$ cat config.mk
export PLATFORM = sky130hd
export DESIGN_NAME = cordic_arbiter
export DESIGN_NICKNAME = d
export VERILOG_FILES = /design/src/rtl/cordic_arbiter.sv
export SDC_FILE = /design/constraint.sdc
export NUM_CORES = 1
export LEC_CHECK = 0
export CORE_MARGIN = 2
export CORE_UTILIZATION = 38
export DETAILED_ROUTE_END_ITERATION = 10
export PLACE_DENSITY = 0.81
export REMOVE_ABC_BUFFERS = 1
export SETUP_SLACK_MARGIN = 0.1
export SLEW_MARGIN = 20
export SYNTH_ARGS = -nofsm -noshare
export SYNTH_HDL_FRONTEND = slang
export SYNTH_SLANG_ARGS = --single-unit
$ cat constraint.sdc
create_clock -name clk -period 3.9 [get_ports clk]
set_input_delay 0.39 -clock clk [delete_from_list [all_inputs] [get_ports clk]]
set_output_delay 0.39 -clock clk [all_outputs]
set_load 0.005 [all_outputs]
$ cat src/rtl/cordic_arbiter.sv
// Round-robin front end that shares one iterative CORDIC sine/cosine engine
// between NREQ clients and returns ID-tagged results on a valid/ready channel.
module cordic_arbiter #(
    parameter int NREQ    = 4,
    parameter int IDW     = 2,
    parameter int TIMEOUT = 16,
    parameter int CW      = 5
) (
    input  logic                clk,
    input  logic                rst,
    input  logic [NREQ-1:0]     req_valid,
    input  logic [8*NREQ-1:0]   req_angle,
    output logic [NREQ-1:0]     req_ready,
    output logic                eng_start,
    output logic [7:0]          eng_angle,
    input  logic                eng_done,
    input  logic [7:0]          eng_sine,
    input  logic [7:0]          eng_cosine,
    output logic                res_valid,
    input  logic                res_ready,
    output logic [IDW-1:0]      res_id,
    output logic [7:0]          res_sine,
    output logic [7:0]          res_cosine,
    output logic                res_err,
    output logic                busy
);

    typedef enum logic [1:0] {
        S_IDLE,
        S_LAUNCH,
        S_WAIT,
        S_DELIVER
    } state_t;

    state_t         state;
    state_t         state_nxt;

    logic [IDW-1:0] ptr;
    logic [7:0]     angle_q;
    logic [IDW-1:0] id_q;
    logic [CW-1:0]  wait_cnt;
    logic [7:0]     sine_q;
    logic [7:0]     cosine_q;
    logic           err_q;

    logic           grant_any;
    logic [IDW-1:0] grant_id;
    logic           wait_expired;

    // Pick the valid requester with the smallest forward distance from p.
    function automatic logic [IDW:0] rr_pick(input logic [NREQ-1:0] v,
                                             input logic [IDW-1:0]  p);
        int          best_d;
        int          d;
        logic [IDW:0] r;
        best_d = NREQ;
        r      = '0;
        for (int i = 0; i < NREQ; i++) begin
            d = i - int'(p);
            if (d < 0) d = d + NREQ;
            if (v[i] && (d < best_d)) begin
                best_d = d;
                r      = {1'b1, IDW'(i)};
            end
        end
        return r;
    endfunction

    function automatic logic [IDW-1:0] wrap_inc(input logic [IDW-1:0] g);
        return (int'(g) == NREQ - 1) ? '0 : g + IDW'(1);
    endfunction

    function automatic logic [7:0] angle_of(input logic [8*NREQ-1:0] a,
                                            input logic [IDW-1:0]    g);
        logic [7:0] r;
        r = '0;
        for (int i = 0; i < NREQ; i++) begin
            if (IDW'(i) == g) r = a[8*i +: 8];
        end
        return r;
    endfunction

    always_comb begin
        {grant_any, grant_id} = rr_pick(req_valid, ptr);
    end

    assign wait_expired = (wait_cnt == CW'(TIMEOUT - 1));

    always_ff @(posedge clk) begin
        if (rst) begin
            state <= S_IDLE;
        end else begin
            state <= state_nxt;
        end
    end

    always_comb begin
        state_nxt = state;
        req_ready = '0;
        eng_start = 1'b0;
        res_valid = 1'b0;
        busy      = 1'b1;
        case (state)
            S_IDLE: begin
                busy = 1'b0;
                if (grant_any) begin
                    req_ready[grant_id] = 1'b1;
                    state_nxt           = S_LAUNCH;
                end
            end
            S_LAUNCH: begin
                eng_start = 1'b1;
                state_nxt = S_WAIT;
            end
            S_WAIT: begin
                if (eng_done || wait_expired) state_nxt = S_DELIVER;
            end
            S_DELIVER: begin
                res_valid = 1'b1;
                if (res_ready) state_nxt = S_IDLE;
            end
            default: begin
                state_nxt = S_IDLE;
            end
        endcase
    end

    // Capture on grant, time the engine in WAIT; a done pulse beats the timeout.
    always_ff @(posedge clk) begin
        if (rst) begin
            ptr      <= '0;
            angle_q  <= '0;
            id_q     <= '0;
            wait_cnt <= '0;
            sine_q   <= '0;
            cosine_q <= '0;
            err_q    <= 1'b0;
        end else begin
            case (state)
                S_IDLE: begin
                    if (grant_any) begin
                        angle_q <= angle_of(req_angle, grant_id);
                        id_q    <= grant_id;
                        ptr     <= wrap_inc(grant_id);
                    end
                end
                S_LAUNCH: begin
                    wait_cnt <= '0;
                end
                S_WAIT: begin
                    if (eng_done) begin
                        sine_q   <= eng_sine;
                        cosine_q <= eng_cosine;
                        err_q    <= 1'b0;
                    end else if (wait_expired) begin
                        sine_q   <= '0;
                        cosine_q <= '0;
                        err_q    <= 1'b1;
                    end else begin
                        wait_cnt <= wait_cnt + CW'(1);
                    end
                end
                default: begin
                end
            endcase
        end
    end

    assign eng_angle  = angle_q;
    assign res_id     = id_q;
    assign res_sine   = sine_q;
    assign res_cosine = cosine_q;
    assign res_err    = err_q;

endmodule

======== Word level (Yosys, flattened, before mapping) ========
Cells that the tools add are included.
word-level totals
  input port bits ......................... 56
  word-level logic and storage cells ...... 90
  register bits ........................... 36
operators by class
  mux-type cells .......................... 35
  equal/unequal tests ..................... 13
  add/sub/neg operators ................... 10
  $lt $le $gt $ge ......................... 10
  reductions and logical operators ........ 14
operators by type and width
  kind                                                         count
  two-way mux 32 bit                                           7
  less-than comparator 32 bit                                  3
  two-way mux 8 bit                                            7
  less-than comparator 32 x 4 -> 1 bit, second input constant  1
  adder 3 x 4 -> 5 bit, second input constant                  4
  less-than comparator 3 x 1 -> 1 bit, second input constant   4
  two-way mux 3 bit                                            4
  two-way mux 5 bit                                            2
  inequality test 2 bit, second input constant                 5
  one-hot mux 5 bit (2 select lines)                           1
  two-way mux 2 bit                                            4
  two-way mux 4 bit                                            2
  one-hot mux 2 bit (4 select lines)                           1
  two-way mux 1 bit                                            6
  AND reduction 3 bit                                          2
  subtractor 1 x 2 -> 3 bit, first input constant              2
  subtractor 2 x 2 -> 3 bit, first input constant              2
  adder 5 x 1 -> 5 bit, second input constant                  1
  equality test 5 x 4 -> 1 bit, second input constant          1
  logical AND 1 bit                                            5
  equality test 2 x 1 -> 1 bit, second input constant          2
  equality test 2 bit, first input constant                    2
  equality test 2 bit, second input constant                   2
  zero test 2 bit                                              2
  8 further kinds                                              10

======== Logic depth before layout (Yosys ltp) ========
  depth in word-level cells ............... 21
  depth in mapped cells ................... 20
  mapped depth without buffers ............ 18

======== Least setup slack after synthesis ========
No wires, ideal clock.
  path type ............................... input-to-reg
  from .................................... input req_valid[0]
  to ...................................... register angle_q[0] (netlist: eng_angle[0])
  data required time ...................... 3765 ps
  cell stages on the path ................. 20
  path slack .............................. 266 ps
  setup time .............................. 135 ps
  arrival ................................. 3499 ps
  cell sequence ........................... buf_6 mux2i_1 a21oi_1 ha_1 o22ai_1 o21ai_0 nor2_1 a21o_1 ha_1 nand2b_1 nand3b_1 a41o_1 and2_1 ha_1 buf_2 clkbuf_1 a21oi_1 a221oi_1 a211oi_1 nor3_2
between the ends
  cells in the longest elaborated chain, start to end .. 16
RTL lines
  what                            RTL line  RTL
  from (decl)                     11        input logic [NREQ-1:0] req_valid,
  logical AND 1 bit *             61        if (v[i] && (d < best_d)) begin
  two-way mux 32 bit              61
  less-than comparator 32 bit     61
  logical AND 1 bit               61
  two-way mux 32 bit              61
  less-than comparator 32 bit     61
  logical AND 1 bit               61
  two-way mux 32 bit              61
  less-than comparator 32 bit     61
  logical AND 1 bit               61
  two-way mux 3 bit *             61
  zero test 2 bit                 78        if (IDW'(i) == g) r = a[8*i +: 8];
  two-way mux 8 bit (4 in a row)  78
  to (signal assigned)            142       angle_q <= angle_of(req_angle, grant_id);
  to (decl)                       39        logic [7:0] angle_q;
Mark *: on every way between the ends. The rest lies on a longest branch, timed or not.
A chain may end at the register's enable or synchronous reset.

======== Final worst setup path ========
  from .................................... register ptr[1]
  to ...................................... output req_ready[1]
between the ends
  cells in the longest elaborated chain, start to end .. 21
RTL lines
  what                                                                                                       RTL line  RTL
  from (decl)                                                                                                38        logic [IDW-1:0] ptr;
  from (signal assigned)                                                                                     144       ptr <= wrap_inc(grant_id);
  subtractor 1 x 2 -> 3 bit                                                                                  59        d = i - int'(p);
  adder 3 x 4 -> 5 bit or less-than comparator 3 x 1 -> 1 bit (tied branches)                                60        if (d < 0) d = d + NREQ;
  two-way mux 32 bit                                                                                         60
  less-than comparator 32 x 4 -> 1 bit                                                                       61
  logical AND 1 bit                                                                                          61
  two-way mux 32 bit                                                                                         61
  less-than comparator 32 bit                                                                                61
  logical AND 1 bit                                                                                          61
  [... 5 more ...]                                                                                           -
  logical AND 1 bit                                                                                          61
  two-way mux 3 bit *                                                                                        61
  less-than comparator 2 x 3 -> 1 bit (implied by the code) or >= comparator 2 x 1 -> 1 bit (tied branches)  107       req_ready[grant_id] = 1'b1;
  logical AND 1 bit (implied by the code)                                                                    107
  two-way mux 1 bit (implied by the code)                                                                    107
  demux 1 bit (select 2 bit)                                                                                 107
  two-way mux 4 bit *                                                                                        106       if (grant_any) begin
  two-way mux 4 bit *                                                                                        103       case (state)
  to (decl)                                                                                                  13        output logic [NREQ-1:0] req_ready,
Marks and branches as above.

==> impl_metrics.tcl <==
set metrics [dict create \
    timing.slew.headroom_pct 48.2 \
    grt_usage_pct 18.9 \
    area_growth_syn_to_layout_pct 62.4 \
    drc_errors 0 \
    grt_max_degree 21 \
    power.density_nw_per_um2 680 \
    max_freq_mhz 269 \
    synth_ff_type "dfxtp_1" \
    die_height_um 76.6 \
    arrival_ps 3320 \
    combPwrFrac_pct 65.8 \
    drtAntennaViolNets 0 \
    portBuffers 89 \
    tightest_slew_ps 775 \
    nets 406 \
    synth_cell_types 40 \
    first_iter_violations 86 \
    wirelength_um 5660 \
    yosys.area.top_type_share_pct 36.0 \
    dr.pass1.iters 4 \
    rr_startpoint "ptr[1]" \
    syn_area_per_cell_um2 8.55 \
    holdCritPathClass "flip-flop to flip-flop" \
    routabilityCongestion 0.830 \
    power.switching_w 0.000883 \
    cts_buffers 5 \
    placedCellCount 396 \
    synth_top_area_cell "dfxtp_1" \
    ys_seq_elements 36 \
    ys_top_cells_by_count "dfxtp_1 (36), nor2_1 (33), inv_1 (17), a22oi_1 (16), a21oi_1 (13)" \
    skew_ps 6.43 \
    core_um2 5110 \
    antenna_found_initial 0 \
    dpl.hpwl_um 4190 \
    final_area_um2 3250 \
    cts_tree "yes" \
    clockPowerShare_pct 11.6 \
    r2r_setup_slack_ps 270 \
    stdcell_count 409 \
    period_share_pct 95.2 \
    slew_viol_final 0 \
    setup_viol_count_final 0 \
    ios 90 \
    start_kind "flip-flop" \
    finalHoldViolations 0 \
    critPathCaptureType "output port" \
    overflow 0 \
    path_clk_slew_ps 70 \
    multi_input_area_um2 1230 \
    first_global_vias 1954 \
    grt_pass1_wl_um 9130 \
    sw_frac_of_total_pct 40.0 \
    rr_worst_depth 19 \
    min-delay-start "res_err" \
    worstSkewPairLatency_ps 280 \
    rsz0062_at_grt "true" \
    synth_area_um2 2000 \
    min_to "res_err" \
    min_period_ps 3710 \
    seq_area_frac_synth_pct 36.0 \
    seq_area_um2 723 \
    cp.required_ps 3510 \
    seq_power_share_pct 22.6 \
    htree_num_levels 2 \
    vias 2074 \
    die_x_um 76.6 \
    die_area_um2 5860 \
    n_antenna_cell 0 \
    crit_type "flip-flop to output port" \
    syn-instance-count 234 \
    layout-drive-gt1-share_pct 20.1 \
    holdPathStages 2 \
    intPower_w 0.00133 \
    synth_edf_count 0 \
    vias_per_cell 5.07 \
    cts_buffer_depth 2 \
    power.leakage_nw 1.30 \
    cp_max_fo 5 \
    ir_worst_vdd_mv 0.579 \
    yosysMostFrequentCell "dfxtp_1" \
    yosysWarnings 0 \
    outcome "completed" \
    initial_core_util_pct 39.2 \
    hold_buffers 0 \
    placedInstanceArea_um2 3040 \
    synthArstFlopShare_pct 0 \
    nFillCells 462 \
    cts_num_sinks 36 \
    synthTopCellsByArea "dfxtp_1 (36%), ha_1 (7.5%), nor2_1 (6.2%)" \
    max_cap_violations 0 \
    wl_per_cell_um 13.8 \
    r2r_end "eng_angle[7]" \
    clockRootBuffer "clkbuf_8" \
    num_rows 26 \
]
routing by layer:
layer	up-vias	GRT usage (%)	routed length (um)
met5	-	0	0
met3	9	4.03	240
met2	59	34.3	2930
li1	1046	-	-
met4	0	5.09	90
met1	960	22.4	2400
critical path: stages (launching register included):
cell and delay, ps:
dfxtp_2 320, nand2b_4 150, nor3b_2 190, a21oi_2 60
ha_1 330, o22ai_2 190, o21ai_2 70, buf_4 140
a21o_1 180, ha_4 230, nand2b_4 60, nand3b_1 70
a41o_1 280, and3_4 210, ha_2 170, and2_1 120
dlygate4sd2_1 270
layout make-up:
cell class	count	share of cell area (%)
multi-input cells	166	37.9
repair buffers	112	32.5
flip-flops and latches	36	22.3
well taps	70	2.70
clock buffers	5	2.12
inverters	17	1.96
clock inverters	3	0.578
through the flow:
step	TNS, ps	setup WS (ps)	hold WS, ps	utilization (%)	power (W)
2_1_floorplan	0	394	442	-	0.00127
3_3_place_gp	-1400	-165	443	59.6	0.00175
3_5_place_dp	-3320	-319	444	59.6	0.00180
4_1_cts	0	32.7	458	62.1	0.00210
5_1_grt	0	41.2	493	63.6	0.00240
6_report	0	187	454	63.6	0.00221
power groups by stage:
| stage | Combinational, W | Sequential, W | Clock, W |
|---|---|---|---|
| floorplan | 0.000758 | 0.000509 | 0 |
| global placement | 0.00125 | 0.000499 | 0 |
| detailed placement | 0.00129 | 0.000502 | 0 |
| CTS | 0.00134 | 0.000498 | 0.000266 |
| global route | 0.00160 | 0.000512 | 0.000289 |
| finish | 0.00145 | 0.000500 | 0.000256 |
layout by cell type (no fill, tap or decap), drive strengths merged, types with 3 or more instances in the layout:
| cell type | n |
|---|---|
| nor3 | 11 |
| inv | 17 |
| nor2 | 34 |
| dfxtp | 36 |
| a221oi | 10 |
| nand2b | 5 |
| clkinv | 3 |
| ha | 12 |
| clkdlybuf4s50 | 83 |
| a22oi | 16 |
| o21ai | 5 |
| and3 | 3 |
| nand3 | 4 |
| a211oi | 12 |
| a21oi | 13 |
| and2 | 6 |
| nand2 | 9 |
| buf | 23 |
| clkbuf | 7 |
| nand3b | 9 |
flip-flops by register name (all words and copies together) (netlist names):
| name | cells |
|---|---|
| res_cosine | 8 |
| state | 2 |
| wait_cnt | 5 |
| res_err | 1 |
| res_id | 2 |
| ptr | 2 |
| res_sine | 8 |
| eng_angle | 8 |
kinds of logic after synthesis:
kind of cell    count (synthesis)  share of synthesized area, %
compound gates                 62                          22.8
xor+xnor                        2                         0.876
fa+ha+maj                      12                          7.50
buf+inv                        32                          6.75
flops                          36                          36.0
mux                             3                          1.56
simple gates                   87                          24.5
how the worst max path moves through the flow:
stage | startpoint | endpoint | depth (start not counted) | slack, ps
after detailed placement | req_valid[0] | req_ready[1] | 16 | -320
after CTS | ptr[1] | req_ready[0] | 16 | 30
after global routing | ptr[1] | req_ready[1] | 16 | 40
final | ptr[1] | req_ready[1] | 16 | 190
after global placement | req_valid[0] | req_ready[2] | 16 | -170
after floorplan | ptr[1] | eng_angle[0] | 18 | 390
repair_timing:
item / in CTS / in global routing
pin swaps: 1 / 5
resized for setup: 13 / 17
setup endpoints to repair: 12 / 11
setup buffers: 2 / 3
(Power assumes the default switching activity.)
==> edit 1, RTL diff (same settings) <==
Re-encode `state_t` (4 states) as one-hot, 4 bits wide.
--- a/src/rtl/cordic_arbiter.sv
+++ b/src/rtl/cordic_arbiter.sv
@@ -25,11 +25,11 @@
     output logic                busy
 );
 
-    typedef enum logic [1:0] {
-        S_IDLE,
-        S_LAUNCH,
-        S_WAIT,
-        S_DELIVER
+    typedef enum logic [3:0] {
+        S_IDLE    = 4'b0001,
+        S_LAUNCH  = 4'b0010,
+        S_WAIT    = 4'b0100,
+        S_DELIVER = 4'b1000
     } state_t;
 
     state_t         state;
Behaviour: same outputs for any inputs over 4 cycles, from zero or initial values and one cycle with rst high; so few cycles prove little.
==> edit 1 against the unedited design <==
Non-clock buffer count fell by 1. Synthesized area rose by 4.3%. Total power fell by 8.5%. Fmax fell by 1.3%. Sequential share of layout area rose by 0.16 points. Global-route usage fell by 1.8 points. Routed wire length fell by 0.67%. Design area rose by 4.8%. Worst setup slack got worse by 50 ps. Sequential cell count rose by 2.
==> edit 1: results (changes against the unedited design) <==
| Metric | Value |
|---|---|
| Outcome | complete, no violations |
| Worst Reg-to-Reg Cells | 20 (+1) |
| RR Startpoint | ptr[0] |
| M1 GR Usage | 20.10% (-2.3 points) |
| GRT met2 Usage | 30.17% (-4.2 points) |
| Period utilisation layout | 96.50% (+1.3 points) |
| Seq/Total Area, Yosys | 36.45% (+0.43 points) |
| Seq. pwr | 0.488 mW (-2%) |
| Post-synth top cells | 38 x dfxtp_1, 27 x nor2_1, 12 x nor3_1, 10 x a211oi_1 |
| CLK BUF | 6 (+1) |
| Leakage power | 1.241 nW (-4.4%) |
| Largest net degree at the start of global routing | 37 (+76%) |
| CP startpoint | req_valid[1] |
| Clk sinks | 38 (+5.6%) |
| Area contributors post-synth | dfxtp_1 36%, a22oi_2 5.4%, nor2_1 4.9% |
| VDD IR max | 0.3981 mV (-31%) |
| Routed len/inst | 14.12 um (+2.1%) |
| Number of global-route vias before repair | 1873 (-4.1%) |
| M1 WL | 2313 um (-3.5%) |
| Post-Route WL | 5619 um (-0.67%) |
| GPL Wtd Cong | 0.7770 (-6.3%) |
| Critical Path Fanout Max | 3 (-2) |
| Final-layout clock-cell area share | 2.793% (+0.098 points) |
| Post-layout net count | 391 (-3.7%) |
| Comb_multi_in | 164 (-1.2%) |
| Final instance area | 3405 sq um (+4.8%) |
| Pre-CTS WS | -642.7 ps (-324.0 ps) |
| Min-delay src | wait_cnt[1] |
| Worst slew pin tran | 919.9 ps (+145.0 ps) |
| Net switching power | 0.7497 mW (-15%) |
| Total global-route track usage | 17.09% (-1.8 points) |
| Metal2 WL | 2880 um (-1.7%) |
| Final hold slack | 481.4 ps (+27.02 ps) |
| Vias/cell | 5.085 (+0.29%) |
## edit 1: critical path, delay by kind of cell
| kind | cells | cell delay [ps] |
|---|---|---|
| fa+ha+maj | 3 | 770 |
| simple gates | 4 | 480 |
| mux | 1 | 270 |
| buf+inv | 4 | 600 |
| compound gates | 8 | 1400 |
## edit 1: repair_timing
| item | in CTS | in global routing |
|---|---|---|
| gates resized for setup | 26 | 33 |
| setup buffers | 5 | 5 |
| hold endpoints to repair | 0 | 0 |
| cloned | 0 | 0 |
| pin swaps | 5 | 23 |
| endpoints found under the setup margin | 12 | 12 |
## edit 1: logic make-up (layout without fill, tap and decap cells)
logic type               count (synthesis)  count (layout)  share of synthesized area [%]
multiplexers                             1               1                         0.5395
flip-flops                              38              38                          36.45
adder cells (fa/ha/maj)                  8               8                          4.796
buffers and inverters                   21             126                          6.295
AO/OA/AOI/OAI                           57              57                          22.06
XOR/XNOR                                 3               3                          1.259
AND/OR/NAND/NOR                         95              95                          28.60
==> edit 2, RTL diff (same settings) <==
Made on the original files. Change the parameter `TIMEOUT` from 16 to 12.
--- a/src/rtl/cordic_arbiter.sv
+++ b/src/rtl/cordic_arbiter.sv
@@ -3,7 +3,7 @@
 module cordic_arbiter #(
     parameter int NREQ    = 4,
     parameter int IDW     = 2,
-    parameter int TIMEOUT = 16,
+    parameter int TIMEOUT = 12,
     parameter int CW      = 5
 ) (
     input  logic                clk,
Check against the original RTL: no difference found for any inputs over 10 cycles, from zero or initial values and one cycle with rst high; that may be too few to reach the edited logic, so the function may still have changed.
==> edit 2 against the unedited design <==
Routed wire length up 3.1%. Clock power is 29% higher. Total power is 2.0% higher. Synthesized area about the same. Worst setup slack improved by 37 ps. Design area about the same. Sequential cell count unchanged. Via count is 2.1% higher. Critical endpoint unchanged. Largest cell class unchanged.
==> edit 2: results (changes against the unedited design) <==
| Metric | Value |
|---|---|
| Outcome | complete, no violations |
| Inverters, non-clock | 22 (+5) |
| Non-CTS buffers | 107 (-4.5%) |
| Number of global-route vias before repair | 2046 (+4.7%) |
| Leakage power | 1.240 nW (-4.5%) |
| Cell family with most CP delay | compound AO/OA/AOI/OAI gates |
| Post-synth top cells | 36 x dfxtp_1, 28 x nor2_1, 22 x inv_1, 17 x a22oi_1, 13 x a21oi_1 |
| Placed insts | 389 (-1.8%) |
| RR Startpoint | ptr[0] |
| Critical-path top delay cell | a211o_1 |
| Area contributors post-synth | dfxtp_1 36%, ha_1 6.9%, a22oi_1 6.4% |
| Vias/cell | 5.256 (+3.6%) |
| Metal2 WL | 2920 um (-0.31%) |
| M1 GR Usage | 24.01% (+1.6 points) |
| Final worst setup slack | 224.2 ps (+37.46 ps) |
| GPL Wtd Cong | 0.8125 (-2.1%) |
| Comb_multi_in | 160 (-3.6%) |
| CP startpoint | req_valid[0] |
| GRT met2 Usage | 34.42% (+0.088 points) |
| Cells after Synth | 232 (-0.85%) |
| Power Clock | 0.330 mW (+29%) |
| Post-Route WL | 5830 um (+3.1%) |
| M1 WL | 2563 um (+7.0%) |
| Clock Skew | 5.129 ps (-1.297 ps) |
| Storage cell area | 724.4 sq um (+0.17%) |
| Initial DRC count | 98 (+14%) |
| Total global-route track usage | 19.80% (+0.89 points) |
| Met3 wire length | 314 um (+31%) |
| Share of layout cells above drive strength 1 | 18.92% (-1.1 points) |
| Buffering overhead | 31.02% (-1.5 points) |
[edit 2: per-stage QoR]
stage	hold WS (ps)	area, sq um
floorplan	441.9	1934
global placement	443.7	3003
detailed placement	450.7	3003
CTS	466.4	3163
global route	499.2	3247
finish	460.2	3247
[edit 2: worst paths after layout]
path / to / cells past startpoint
min reg2reg: res_err / 2
max: req_ready[1] / 17
min: res_err / 2
max reg2reg: eng_angle[5] / 18
[edit 2: cells by family (layout without fill, tap and decap cells)]
logic type | count (synthesis) | in the layout | share of synthesized area, %
AO/OA/AOI/OAI | 71 | 71 | 27.03
XOR/XNOR | 2 | 2 | 0.8763
adder cells (fa/ha/maj) | 11 | 11 | 6.884
buffers and inverters | 36 | 137 | 7.384
flip-flops | 36 | 36 | 36.04
multiplexers | 3 | 3 | 1.502
AND/OR/NAND/NOR | 73 | 73 | 20.28
[edit 2: what timing repair did]
item | 4_1_cts | 5_1_grt
resized for setup | 15 | 26
setup endpoints to repair | 12 | 12
setup buffers | 4 | 2
pin swaps | 4 | 9
cloned | 0 | 0
